**src/rtl/ahb3lite_pkg.sv**
```systemverilog
// AHB3-lite encodings used by the system slaves on the cm3 master path.
package ahb3lite_pkg;
  localparam logic [1:0] HTRANS_IDLE   = 2'b00;
  localparam logic [1:0] HTRANS_BUSY   = 2'b01;
  localparam logic [1:0] HTRANS_NONSEQ = 2'b10;
  localparam logic [1:0] HTRANS_SEQ    = 2'b11;

  localparam logic HRESP_OKAY  = 1'b0;
  localparam logic HRESP_ERROR = 1'b1;

  localparam logic [2:0] HSIZE_WORD = 3'b010;
endpackage

```
**src/rtl/timer_pkg.sv**
```systemverilog
// Register map and bus-state encoding of the AHB3-lite timer.
package timer_pkg;
  // Word offsets, i.e. HADDR[4:2]
  localparam logic [2:0] REG_CTRL   = 3'd0;
  localparam logic [2:0] REG_LOAD   = 3'd1;
  localparam logic [2:0] REG_COUNT  = 3'd2;
  localparam logic [2:0] REG_STATUS = 3'd3;
  localparam logic [2:0] REG_PRESC  = 3'd4;

  localparam int CTRL_EN      = 0;
  localparam int CTRL_IRQEN   = 1;
  localparam int CTRL_ONESHOT = 2;

  localparam logic [1:0] ST_IDLE = 2'd0;
  localparam logic [1:0] ST_DATA = 2'd1;
  localparam logic [1:0] ST_ERR1 = 2'd2;
  localparam logic [1:0] ST_ERR2 = 2'd3;
endpackage

```
**src/rtl/timer_core.sv**
```systemverilog
// Prescaled 32-bit down-counter with reload; flags expiry on a tick at zero.
module timer_core #(
  parameter int PRESC_W = 16
) (
  input  logic               clk_i,
  input  logic               rst_i,
  input  logic               en_i,
  input  logic [31:0]        load_i,
  input  logic [PRESC_W-1:0] presc_i,
  input  logic               count_wr_i,
  input  logic [31:0]        count_wdata_i,
  output logic [31:0]        count_o,
  output logic               expire_o
);
  logic [PRESC_W-1:0] presc_cnt_q, presc_cnt_d;
  logic [31:0]        count_q, count_d;
  logic               tick;

  assign tick     = en_i && (presc_cnt_q == presc_i);
  assign expire_o = tick && (count_q == 32'd0);
  assign count_o  = count_q;

  always_comb begin
    presc_cnt_d = presc_cnt_q;
    count_d     = count_q;
    if (en_i) presc_cnt_d = tick ? '0 : presc_cnt_q + 1'b1;
    if (tick) count_d = (count_q == 32'd0) ? load_i : count_q - 32'd1;
    // A software load overrides any decrement or reload in the same cycle
    if (count_wr_i) begin
      presc_cnt_d = '0;
      count_d     = count_wdata_i;
    end
  end

  always_ff @(posedge clk_i) begin
    if (rst_i) begin
      presc_cnt_q <= '0;
      count_q     <= '0;
    end else begin
      presc_cnt_q <= presc_cnt_d;
      count_q     <= count_d;
    end
  end
endmodule

```
**src/rtl/ahb3lite_timer.sv**
```systemverilog
// AHB3-lite slave wrapping timer_core: bus handshake, register file and IRQ.
module ahb3lite_timer
  import ahb3lite_pkg::*, timer_pkg::*;
#(
  parameter int HADDR_SIZE = 32,
  parameter int HDATA_SIZE = 32,
  parameter int PRESC_W    = 16
) (
  input  logic                  CLK,
  input  logic                  RESET,
  input  logic                  HSEL,
  input  logic [HADDR_SIZE-1:0] HADDR,
  input  logic [HDATA_SIZE-1:0] HWDATA,
  output logic [HDATA_SIZE-1:0] HRDATA,
  input  logic                  HWRITE,
  input  logic [2:0]            HSIZE,
  input  logic [2:0]            HBURST,
  input  logic [3:0]            HPROT,
  input  logic [1:0]            HTRANS,
  output logic                  HREADYOUT,
  input  logic                  HREADY,
  output logic                  HRESP,
  output logic                  IRQ
);
  logic [1:0]         state_q, state_d;
  logic [2:0]         addr_q, addr_d;
  logic               wr_q, wr_d;
  logic               en_q, en_d, irqen_q, irqen_d, oneshot_q, oneshot_d;
  logic [31:0]        load_q, load_d;
  logic [PRESC_W-1:0] presc_q, presc_d;
  logic               expired_q, expired_d, irq_q, irq_d;
  logic               accept, wr_en, expire;
  logic [31:0]        count, rdata;
  logic               unused_ok;

  assign unused_ok = &{1'b0, HBURST, HPROT, HTRANS[0], HADDR[1:0], HADDR[HADDR_SIZE-1:5]};

  // Handshake: an address phase is taken when HSEL, HREADY and a NONSEQ/SEQ
  // HTRANS coincide; the data phase follows one cycle later and completes in
  // that cycle, except a non-word size, which stalls once with ERROR.
  assign accept    = HSEL && HREADY && HTRANS[1];
  assign wr_en     = (state_q == ST_DATA) && wr_q;
  assign HREADYOUT = (state_q != ST_ERR1);
  assign HRESP     = (state_q == ST_ERR1 || state_q == ST_ERR2) ? HRESP_ERROR : HRESP_OKAY;
  assign HRDATA    = rdata;
  assign IRQ       = irq_q;

  always_comb begin
    state_d = ST_IDLE;
    addr_d  = addr_q;
    wr_d    = wr_q;
    if (state_q == ST_ERR1) begin
      state_d = ST_ERR2;
    end else if (accept) begin
      addr_d  = HADDR[4:2];
      wr_d    = HWRITE;
      state_d = (HSIZE == HSIZE_WORD) ? ST_DATA : ST_ERR1;
    end
  end

  always_comb begin
    en_d      = en_q;
    irqen_d   = irqen_q;
    oneshot_d = oneshot_q;
    load_d    = load_q;
    presc_d   = presc_q;
    expired_d = expired_q;
    irq_d     = expired_q && irqen_q;
    if (expire && oneshot_q) en_d = 1'b0;
    if (wr_en) begin
      case (addr_q)
        REG_CTRL: begin
          en_d      = HWDATA[CTRL_EN];
          irqen_d   = HWDATA[CTRL_IRQEN];
          oneshot_d = HWDATA[CTRL_ONESHOT];
        end
        REG_LOAD:   load_d  = HWDATA;
        REG_PRESC:  presc_d = HWDATA[PRESC_W-1:0];
        REG_STATUS: if (HWDATA[0]) expired_d = 1'b0;
        default: ;
      endcase
    end
    // Expiry wins over a same-cycle write-1-to-clear
    if (expire) expired_d = 1'b1;
  end

  always_comb begin
    rdata = '0;
    if (state_q == ST_DATA && !wr_q) begin
      case (addr_q)
        REG_CTRL:   rdata = {29'd0, oneshot_q, irqen_q, en_q};
        REG_LOAD:   rdata = load_q;
        REG_COUNT:  rdata = count;
        REG_STATUS: rdata = {31'd0, expired_q};
        REG_PRESC:  rdata = 32'(presc_q);
        default:    rdata = '0;
      endcase
    end
  end

  always_ff @(posedge CLK) begin
    if (RESET) begin
      state_q   <= ST_IDLE;
      addr_q    <= '0;
      wr_q      <= 1'b0;
      en_q      <= 1'b0;
      irqen_q   <= 1'b0;
      oneshot_q <= 1'b0;
      load_q    <= '0;
      presc_q   <= '0;
      expired_q <= 1'b0;
      irq_q     <= 1'b0;
    end else begin
      state_q   <= state_d;
      addr_q    <= addr_d;
      wr_q      <= wr_d;
      en_q      <= en_d;
      irqen_q   <= irqen_d;
      oneshot_q <= oneshot_d;
      load_q    <= load_d;
      presc_q   <= presc_d;
      expired_q <= expired_d;
      irq_q     <= irq_d;
    end
  end

  timer_core #(.PRESC_W(PRESC_W)) u_core (
    .clk_i        (CLK),
    .rst_i        (RESET),
    .en_i         (en_q),
    .load_i       (load_q),
    .presc_i      (presc_q),
    .count_wr_i   (wr_en && addr_q == REG_COUNT),
    .count_wdata_i(HWDATA),
    .count_o      (count),
    .expire_o     (expire)
  );
endmodule
```
**config.mk**
```make
export PLATFORM = sky130hd
export DESIGN_NAME = ahb3lite_timer
export DESIGN_NICKNAME = d
export VERILOG_FILES = /design/src/rtl/ahb3lite_pkg.sv /design/src/rtl/timer_pkg.sv /design/src/rtl/timer_core.sv /design/src/rtl/ahb3lite_timer.sv
export SDC_FILE = /design/constraint.sdc
export NUM_CORES = 1
export LEC_CHECK = 0
export BUFFER_PORTS_ARGS = -buffer_cell sky130_fd_sc_hd__buf_2
export CAP_MARGIN = 0
export CORE_UTILIZATION = 28
export DETAILED_ROUTE_END_ITERATION = 10
export GPL_TIMING_DRIVEN = 0
export PLACE_DENSITY = 0.57
export SETUP_SLACK_MARGIN = 0.05
export SYNTH_ARGS = -nofsm -noshare
export SYNTH_HDL_FRONTEND = slang
export SYNTH_SLANG_ARGS = --single-unit
```
**constraint.sdc**
```tcl
create_clock -name CLK -period 3.7 [get_ports CLK]
set_input_delay 0.555 -clock CLK [delete_from_list [all_inputs] [get_ports CLK]]
set_output_delay 0.555 -clock CLK [all_outputs]
set_load 0.05 [all_outputs]
```
==> results of run 1 <==
-- worst max-delay path by stage --
| stage | slack (ns) | end |
|---|---|---|
| after floorplan | 0.99 | HRDATA[10] |
| after global placement | 0.55 | HRDATA[7] |
| after detailed placement | 0.56 | HRDATA[7] |
| after CTS | 0.14 | HRDATA[7] |
| after global routing | 0.09 | HRDATA[7] |
| final | 0.33 | HRDATA[6] |
-- stage by stage --
step	hold slack (ns)	util, %	power [W]	setup slack (ns)	area (um2)
global placement	0.444	32.1	0.00129	0.548	6760
CTS	0.413	33.4	0.00223	0.144	7040
finish	0.421	33.4	0.00221	0.326	7040
detailed placement	0.455	32.1	0.00129	0.558	6760
global route	0.440	33.4	0.00228	0.0883	7040
floorplan	0.419	-	0.00123	0.988	6030
-- state kept, by name (all words and copies together), names as in the netlist --
register,cells
IRQ,1
addr_q,3
en_q,1
expired_q,1
irqen_q,1
load_q,32
oneshot_q,1
presc_q,16
state_q,2
u_core.count_o,32
u_core.presc_cnt_q,16
wr_q,1
-- power breakdown --
group	internal (W)	switching, W
logic	0.0000317	0.0000800
registers	0.00115	0.00000234
clock network	0.000479	0.000467
total	0.00166	0.000549
-- cell families (layout without fill, tap and decap cells) --
| group | after synthesis | in the layout |
|---|---|---|
| and+or+nand+nor | 359 | 359 |
| DFF | 107 | 107 |
| xor gates and xnor gates | 51 | 51 |
| buffers and inverters | 63 | 156 |
| adders and majority gates | 3 | 3 |
| muxes | 18 | 18 |
| AOI/OAI and AO/OA | 198 | 198 |
-- critical path: cells and delay by family, from the launching register on --
kind	cells	cell delay, ns
simple gates	3	0.73
compound gates	1	0.13
buf+inv	4	1.29
flops	1	0.30
-- routing by layer --
layer / vias up / track usage, % / part of all wire [%]
met3: 23 / 3.03 / 5.9
met2: 200 / 30.3 / 46
met1: 2832 / 26.4 / 46
li1: 3003 / - / -
met5: - / 0 / 0
met4: 0 / 6.22 / 1.9
-- cell usage after synthesis, types with 5 or more instances --
cell / n / area, um2
nor2_1: 104 / 390
xnor2_1: 20 / 175
nor2b_1: 7 / 43.8
nand4_1: 17 / 106
nor4_1: 9 / 56.3
a2bb2oi_1: 13 / 114
clkbuf_1: 45 / 169
nand2b_1: 9 / 56.3
dfxtp_1: 107 / 2140
mux2i_1: 17 / 170
and4_1: 5 / 43.8
a21oi_1: 75 / 375
buf_2: 7 / 35.0
nand3_1: 15 / 75.1
a22oi_1: 46 / 345
nand2_1: 140 / 526
nor3_1: 18 / 90.1
a31oi_1: 6 / 37.5
xor2_1: 31 / 272
and3_1: 5 / 31.3
o22ai_1: 6 / 37.5
o21ai_1: 29 / 145
-- area by class of cell --
cell class                 count  area [um2]
fill                        2326       14000
multi-input combinational    629        3630
sequential                   107        2140
timing repair buffer          77         385
tap                          275         344
buffer                        59         246
clock buffer                  11         243
clock inverter                 5        35.0
inverter                       4        15.0
-- repair_timing --
| item | in CTS | in global routing |
|---|---|---|
| gates resized for setup | 0 | 2 |
| hold endpoints to repair | 0 | 0 |
| endpoints found under the setup margin | 0 | 10 |
==> impl_metrics.tcl, run 1 <==
set metrics [dict create \
    cts_tree "built" \
    status "finished, final reports clean" \
    async_flop_share_pct 0 \
    dr.pass1.iters 6 \
    initial_core_util_pct 28.6 \
    ys_ff_latch 107 \
    critPathMaxFanout 10 \
    hp-class "in -> reg" \
    max_stage_delay_ns 0.45 \
    boundaryPins 116 \
    antenna_found_initial 0 \
    min_period_ns 3.37 \
    path_class "reg -> out" \
    die_y_um 149 \
    synth-main-ff-cell "dfxtp_1" \
    post_cts_buffers 0 \
    overflow 0 \
    post-route-drc-count 0 \
    timing.rr.start "addr_q[1]" \
    grt_pass1_wl_mm 32.3 \
    synth_edf_count 0 \
    worstPathArrival_ns 2.82 \
    holdPathStages 3 \
    cts_inserted_buffers 9 \
    portBuffers 77 \
    synth-xor-area-share_pct 7.41 \
    reg2reg_slack_ns 0.51 \
    grt_use_total_pct 19.1 \
    dp_cells 1151 \
    clock_path_buffers 2 \
    max-vdd-ir-drop_uv 203 \
    dp_hpwl_mm 15.6 \
    synthAdderAreaFrac_pct 0.623 \
    fmax_mhz 296 \
    drt-total-wl_mm 20.5 \
    holdBufCountCts 0 \
    worstSkewPairLatency_ns 0.36 \
    die_area_um2 22100 \
    viasPerCell 5.19 \
    routabilityCongestion 0.844 \
    syn_area_um2 6030 \
    skew_ns 0.0107 \
    yosysSeqAreaShare_pct 35.5 \
    required_ns 3.14 \
    maxCapViolations 0 \
    stdcell_count 1167 \
    min_from "HADDR[3]" \
    crit_slowest_cell "clkbuf_1" \
    postRouteAntennaNets 0 \
    reg2regPathDepth 8 \
    area_growth_pct 16.7 \
    slew_violations 0 \
    ys.warnings.count 0 \
    grt_max_degree 18 \
    num_vias 6058 \
    first_iter_violations 444 \
    die_w_um 149 \
    core_area_um2 21100 \
    startpoint "addr_q[1]" \
    worstPathCellList "buf_2, nor2b_1, nor2b_1, clkbuf_2, clkbuf_1, a21oi_1, nor2_1, buf_2" \
    yosys.area_share.simple_pct 28.2 \
    cp-end-kind "output pin" \
    hold_path_end "addr_q[1]" \
    synthMuxAreaShare_pct 3.20 \
    grt_pass1_vias 5731 \
    avgSynthCellArea_um2 7.55 \
    n_antenna_cell 0 \
    totalNegativeSetupSlack_ns 0 \
    slew_headroom_pct 40.5 \
    fin_nets 971 \
    critPathLaunchType "flip-flop" \
    worst_slew_pin_slew_ns 0.880 \
    netlist_instances 799 \
    cts-root-buf "clkbuf_16" \
    clkSinkCount 107 \
    rsz0062_at_grt "no" \
    hold_viol 0 \
    layout_common_cells "140 x nand2_1, 107 x dfxtp_1, 104 x nor2_1" \
    layout_commonest_cell "nand2_1" \
    synth_cell_types 60 \
    leakagePower_nw 2.59 \
    reg2reg_to "u_core.count_o[21]" \
    finalSetupViolCount 0 \
    synth_top_family_by_area "simple AND/OR/NAND/NOR gates" \
    synth-compound-area-share_pct 20.8 \
    htreeDepth 3 \
    drive_above_1_share_pct 12.8 \
    path_clk_slew_ns 0.08 \
    powerDensity_nw_per_um2 314 \
    fin_crit_sh_pct 91.2 \
    wire_per_inst_um 17.6 \
    syn-num-nets 883 \
    fp-row-count 53 \
]
No activity file was read; power rests on OpenSTA's default activity.
==> inputs of run 2 (changes only) <==
--- a/config.mk
+++ b/config.mk
@@ -7,7 +7,9 @@
 export LEC_CHECK = 0
 export BUFFER_PORTS_ARGS = -buffer_cell sky130_fd_sc_hd__buf_2
 export CAP_MARGIN = 0
+export CORE_MARGIN = 5
 export CORE_UTILIZATION = 28
+export CTS_BUF_LIST = sky130_fd_sc_hd__clkbuf_2
 export DETAILED_ROUTE_END_ITERATION = 10
 export GPL_TIMING_DRIVEN = 0
 export PLACE_DENSITY = 0.57
==> constraint.sdc (replaced) <==
create_clock -name CLK -period 3.5 [get_ports CLK]
set_input_delay 0.525 -clock CLK [delete_from_list [all_inputs] [get_ports CLK]]
set_output_delay 0.525 -clock CLK [all_outputs]
set_load 0.05 [all_outputs]
==> run 2 against run 1 <==
Register-to-register slack barely moved. Combinational power rose by 8%. Sequential share of layout area rose by 0.56 points. Non-clock buffer count rose by 1. Design area fell by 1.8%.
==> impl_metrics.tcl, run 2 (synthesis gave the netlist of run 1 again) <==
set metrics [dict create \
    dr.pass1.iters 5 \
    layout_common_cells "140 x nand2_1, 107 x dfxtp_1, 104 x nor2_1" \
    die_w_um 157 \
    path_clk_slew_ns 0.31 \
    layout_commonest_cell "nand2_1" \
    finalSetupViolCount 0 \
    worstSkewPairLatency_ns 0.65 \
    cp-end-kind "output pin" \
    leakagePower_nw 2.55 \
    num_vias 6084 \
    cpMostUsedCell "clkbuf_4" \
    powerDensity_nw_per_um2 284 \
    fp-row-count 53 \
    post_cts_buffers 0 \
    boundaryPins 116 \
    worstPathArrival_ns 2.72 \
    fmax_mhz 308 \
    postRouteAntennaNets 0 \
    cp_top_family "buffers and inverters" \
    max_stage_delay_ns 0.37 \
    hp-class "in -> reg" \
    skew_ns 0.0406 \
    post-route-drc-count 0 \
    die_area_um2 24600 \
    viasPerCell 5.21 \
    first_iter_violations 345 \
    crit_slowest_cell "dfxtp_1" \
    cts-root-buf "clkbuf_2" \
    critPathLaunchType "flip-flop" \
    status "finished, final reports clean" \
    overflow 0 \
    wire_per_inst_um 17.9 \
    grt_pass1_vias 5848 \
    htreeDepth 3 \
    clkSinkCount 107 \
    rsz0062_at_grt "no" \
    hold_viol 0 \
    timing.hold.ws_ns 0.0698 \
    min_period_ns 3.24 \
    worstPathCellList "buf_2, nor2b_1, nor2b_2, clkbuf_4, clkbuf_4, a21oi_1, nor2_1, clkbuf_4" \
    path_class "reg -> out" \
    max-vdd-ir-drop_uv 152 \
    die_y_um 157 \
    cts_inserted_buffers 9 \
    slew_headroom_pct 37.8 \
    drive_above_1_share_pct 13.7 \
    path_buf_inv 4 \
    totalNegativeSetupSlack_ns 0 \
    grt_pass1_wl_mm 32.7 \
    drt-total-wl_mm 20.9 \
    routabilityCongestion 0.851 \
    clock_path_buffers 2 \
    initial_core_util_pct 28.6 \
    slew_violations 0 \
    fin_nets 972 \
    portBuffers 77 \
    fin_crit_sh_pct 92.7 \
    required_ns 2.97 \
    maxCapViolations 0 \
    cts_tree "built" \
    antenna_found_initial 1 \
    dp_hpwl_mm 15.9 \
    fillers 2356 \
    grt_use_total_pct 16.9 \
    area_growth_pct 14.6 \
    grt_max_degree 18 \
    critPathMaxFanout 10 \
    core_area_um2 21100 \
    worst_slew_pin_slew_ns 0.920 \
]
run 2: what timing repair did:
action / in CTS / in global routing
endpoints found under the setup margin: 21 / 30
hold buffers: 0 / 1
pin swaps: 0 / 0
hold endpoints to repair: 0 / 1
gates resized for setup: 5 / 15
run 2: routing by layer:
layer / global-route usage, % / up-vias / routed length (um)
met5: 0 / - / 0
met4: 3.26 / 0 / 265
met3: 4.18 / 23 / 1460
met2: 27.2 / 184 / 9660
met1: 23.3 / 2877 / 9480
li1: - / 3000 / -
run 2: layout make-up:
class | count | area [um2] | area share (%)
Inverter | 4 | 15.0 | 0.217
Timing Repair Buffer | 78 | 400 | 5.79
Tap cell | 275 | 344 | 4.98
Clock buffer | 9 | 45.0 | 0.652
Antenna cell | 1 | 2.50 | 0.0362
Buffer | 59 | 262 | 3.78
Sequential cell | 107 | 2140 | 31.0
Clock inverter | 6 | 65.1 | 0.941
Multi-Input combinational cell | 629 | 3640 | 52.6
run 2: final timing paths:
kind         slack [ns]  cells after the start        from                 end
min reg2reg        0.49                      2     irqen_q                 IRQ
min                0.07                      3  HWDATA[18]          load_q[18]
max                0.26                      8   addr_q[1]           HRDATA[7]
max reg2reg        0.52                      8   addr_q[1]  u_core.count_o[28]
run 2: worst reg2reg max path, delay by kind of cell (launching register included):
| kind | cells | cell delay, ns |
|---|---|---|
| compound gates | 2 | 0.29 |
| simple gates | 3 | 1.23 |
| flops | 1 | 0.38 |
| buf+inv | 3 | 1.05 |
run 2: stage by stage:
step	cell area [um2]	total power, W	utilization (%)	std cells	setup slack [ns]
detailed placement	6760	0.00137	32.1	1151	0.413
global placement	6760	0.00137	32.1	1151	0.363
global route	6910	0.00204	32.8	1168	0.0504
floorplan	6030	0.00130	-	799	0.818
CTS	6880	0.00198	32.6	1166	0.0521
finish	6910	0.00196	32.8	1168	0.256
run 2: where the power goes:
group	internal [W]	total, W	leakage (nW)	switching, W
registers	0.00123	0.00123	0.862	0.00000281
logic	0.0000359	0.000121	1.62	0.0000854
clock network	0.000165	0.000611	0.0702	0.000446
total	0.00143	0.00196	2.55	0.000535
==> inputs of run 3 (changes only) <==
--- a/config.mk
+++ b/config.mk
@@ -12,7 +12,7 @@
 export CTS_BUF_LIST = sky130_fd_sc_hd__clkbuf_2
 export DETAILED_ROUTE_END_ITERATION = 10
 export GPL_TIMING_DRIVEN = 0
-export PLACE_DENSITY = 0.57
+export PLACE_DENSITY = 0.59
 export SETUP_SLACK_MARGIN = 0.05
 export SYNTH_ARGS = -nofsm -noshare
 export SYNTH_HDL_FRONTEND = slang
==> constraint.sdc (replaced) <==
create_clock -name CLK -period 2.83 [get_ports CLK]
set_input_delay 0.4245 -clock CLK [delete_from_list [all_inputs] [get_ports CLK]]
set_output_delay 0.4245 -clock CLK [all_outputs]
set_load 0.05 [all_outputs]
==> run 3 against run 2 <==
Design area grew 10%. Clock power grew 28%. Hold slack gained 0.059 ns. Wire length grew 1.6%. Setup slack lost 0.10 ns. Cell count grew 3.9%. Largest cell class unchanged. Largest power group unchanged.
==> impl_metrics.tcl, run 3 (synthesis gave the netlist of run 1 again) <==
set metrics [dict create \
    crit_slowest_cell "dfxtp_1" \
    hp-class "in -> reg" \
    routabilityCongestion 0.862 \
    cts_tree "built" \
    min_from "HSIZE[2]" \
    regArea_um2 2150 \
    n_antenna_cell 0 \
    drive_above_1_share_pct 16.6 \
    holdPathStages 4 \
    worstPathArrival_ns 2.25 \
    cts-root-buf "clkbuf_2" \
    maxCapViolations 0 \
    portBuffers 77 \
    wire_per_inst_um 17.5 \
    min_period_ns 2.68 \
    multi_input_area_um2 3700 \
    viasPerCell 5.15 \
    die_w_um 157 \
    clkSinkCount 107 \
    leakagePower_nw 2.79 \
    cp_top_family "flip-flops" \
    path_buf_inv 1 \
    required_ns 2.41 \
    cp-end-kind "output pin" \
    path_class "reg -> out" \
    htreeDepth 3 \
    setup_slack_ns 0.154 \
    dr.pass1.iters 5 \
    timing.rr.start "u_core.count_o[2]" \
    area_growth_pct 26.2 \
    powerDensity_nw_per_um2 330 \
    overflow 0 \
    max_stage_delay_ns 0.51 \
    skew_ns 0.0374 \
    fin_nets 1017 \
    critPathMaxFanout 8 \
    grt_max_degree 19 \
    layout_common_cells "139 x nand2_1, 104 x dfxtp_1, 97 x nor2_1" \
    worst_slew_pin_slew_ns 0.737 \
    grt_use_total_pct 17.1 \
    fp-row-count 53 \
    critPathLaunchType "flip-flop" \
    initial_core_util_pct 28.6 \
    worstSkewPairLatency_ns 0.68 \
    startpoint "en_q" \
    totalNegativeSetupSlack_ns 0 \
    max-vdd-ir-drop_uv 179 \
    fmax_mhz 374 \
    fillers 2258 \
    stdcell_count 1213 \
    fin_crit_sh_pct 94.5 \
    clock_path_buffers 2 \
    slew_violations 0 \
    first_iter_violations 426 \
    layout_commonest_cell "nand2_1" \
    drt-total-wl_mm 21.2 \
    rsz0062_at_grt "yes" \
    grt_pass1_vias 5975 \
    dp_cells 1151 \
    grt_pass1_wl_mm 33.1 \
    reg2regPathDepth 8 \
    num_vias 6248 \
    path_depth 5 \
    die_area_um2 24600 \
    boundaryPins 116 \
    dp_hpwl_mm 15.8 \
    hold_viol 0 \
    slew_headroom_pct 50.2 \
    core_area_um2 21100 \
    post-route-drc-count 0 \
    postRouteAntennaNets 0 \
    finalSetupViolCount 0 \
    cts_inserted_buffers 9 \
    die_y_um 157 \
    worstPathCellList "mux4_2, nor2b_1, a31oi_1, nor2_1, buf_6" \
    path_clk_slew_ns 0.32 \
    dpl_worst_slack_ns -0.256 \
    status "finished, final reports clean" \
    antenna_found_initial 0 \
]
## run 3: changes by cell type in the layout (fill, tap and decap cells not counted), moves of 2 or more
cell           delta
clkbuf_2          -4
clkbuf_1          -5
nor2b_4           +3
buf_2            -30
buf_4            +34
dfxtp_2           +2
nor2b_1           -3
dfxtp_1           -3
nor2_2            +7
nor2_1            -7
buf_8             +2
dlygate4sd3_1    +37
buf_6             +8
## run 3: through the flow
| step | power, W | cell area (um2) | utilization, % | hold WS, ns |
|---|---|---|---|---|
| after floorplan | 0.00161 | 6030 | - | 0.419 |
| after global placement | 0.00169 | 6760 | 32.1 | 0.447 |
| after detailed placement | 0.00169 | 6760 | 32.1 | 0.447 |
| after CTS | 0.00253 | 7510 | 35.6 | 0.0693 |
| after global routing | 0.00260 | 7610 | 36.1 | 0.126 |
| final | 0.00251 | 7610 | 36.1 | 0.129 |
## run 3: cell type report
cell class	count	area share, %
repair buffers	124	12.5
multi-input cells	629	48.6
clock buffers	9	0.592
plain buffers	58	4.31
inverters	4	0.197
well taps	275	4.52
flip-flops and latches	107	28.2
clock inverters	7	0.986
## run 3: worst paths after layout
kind         slack [ns]                end
min                0.13         state_q[0]
max reg2reg        0.19  u_core.count_o[3]
min reg2reg        0.48                IRQ
max                0.15          HRDATA[0]
## run 3: worst min-delay path, delay by kind of cell
family                 cells  cell delay [ns]
and+or+nand+nor            2             0.15
buffers and inverters      1             0.07
AOI/OAI and AO/OA          1             0.18
## run 3: power by group
part           internal, W  total [W]  switching, W
Sequential         0.00152    0.00152    0.00000349
Clock             0.000211   0.000782      0.000571
Combinational    0.0000921   0.000211      0.000119
## run 3: what timing repair did
| item | 4_1_cts | 5_1_grt |
|---|---|---|
| buffers inserted | 3 | 6 |
| endpoints found under the setup margin | 46 | 58 |
| gates cloned | 0 | 0 |
| hold buffers | 38 | 0 |
| hold endpoints to repair | 76 | 0 |
| resized for setup | 79 | 26 |
| pin swaps | 1 | 2 |
## run 3: layer usage
metal | global-route usage [%] | vias to the layer above | part of all wire (%) | wire length [um]
li1 | - | 3079 | - | -
met4 | 4.50 | 0 | 2.0 | 431
met5 | 0 | - | 0 | 0
met1 | 23.3 | 2948 | 45 | 9620
met3 | 2.88 | 28 | 6.5 | 1380
met2 | 28.0 | 193 | 46 | 9780
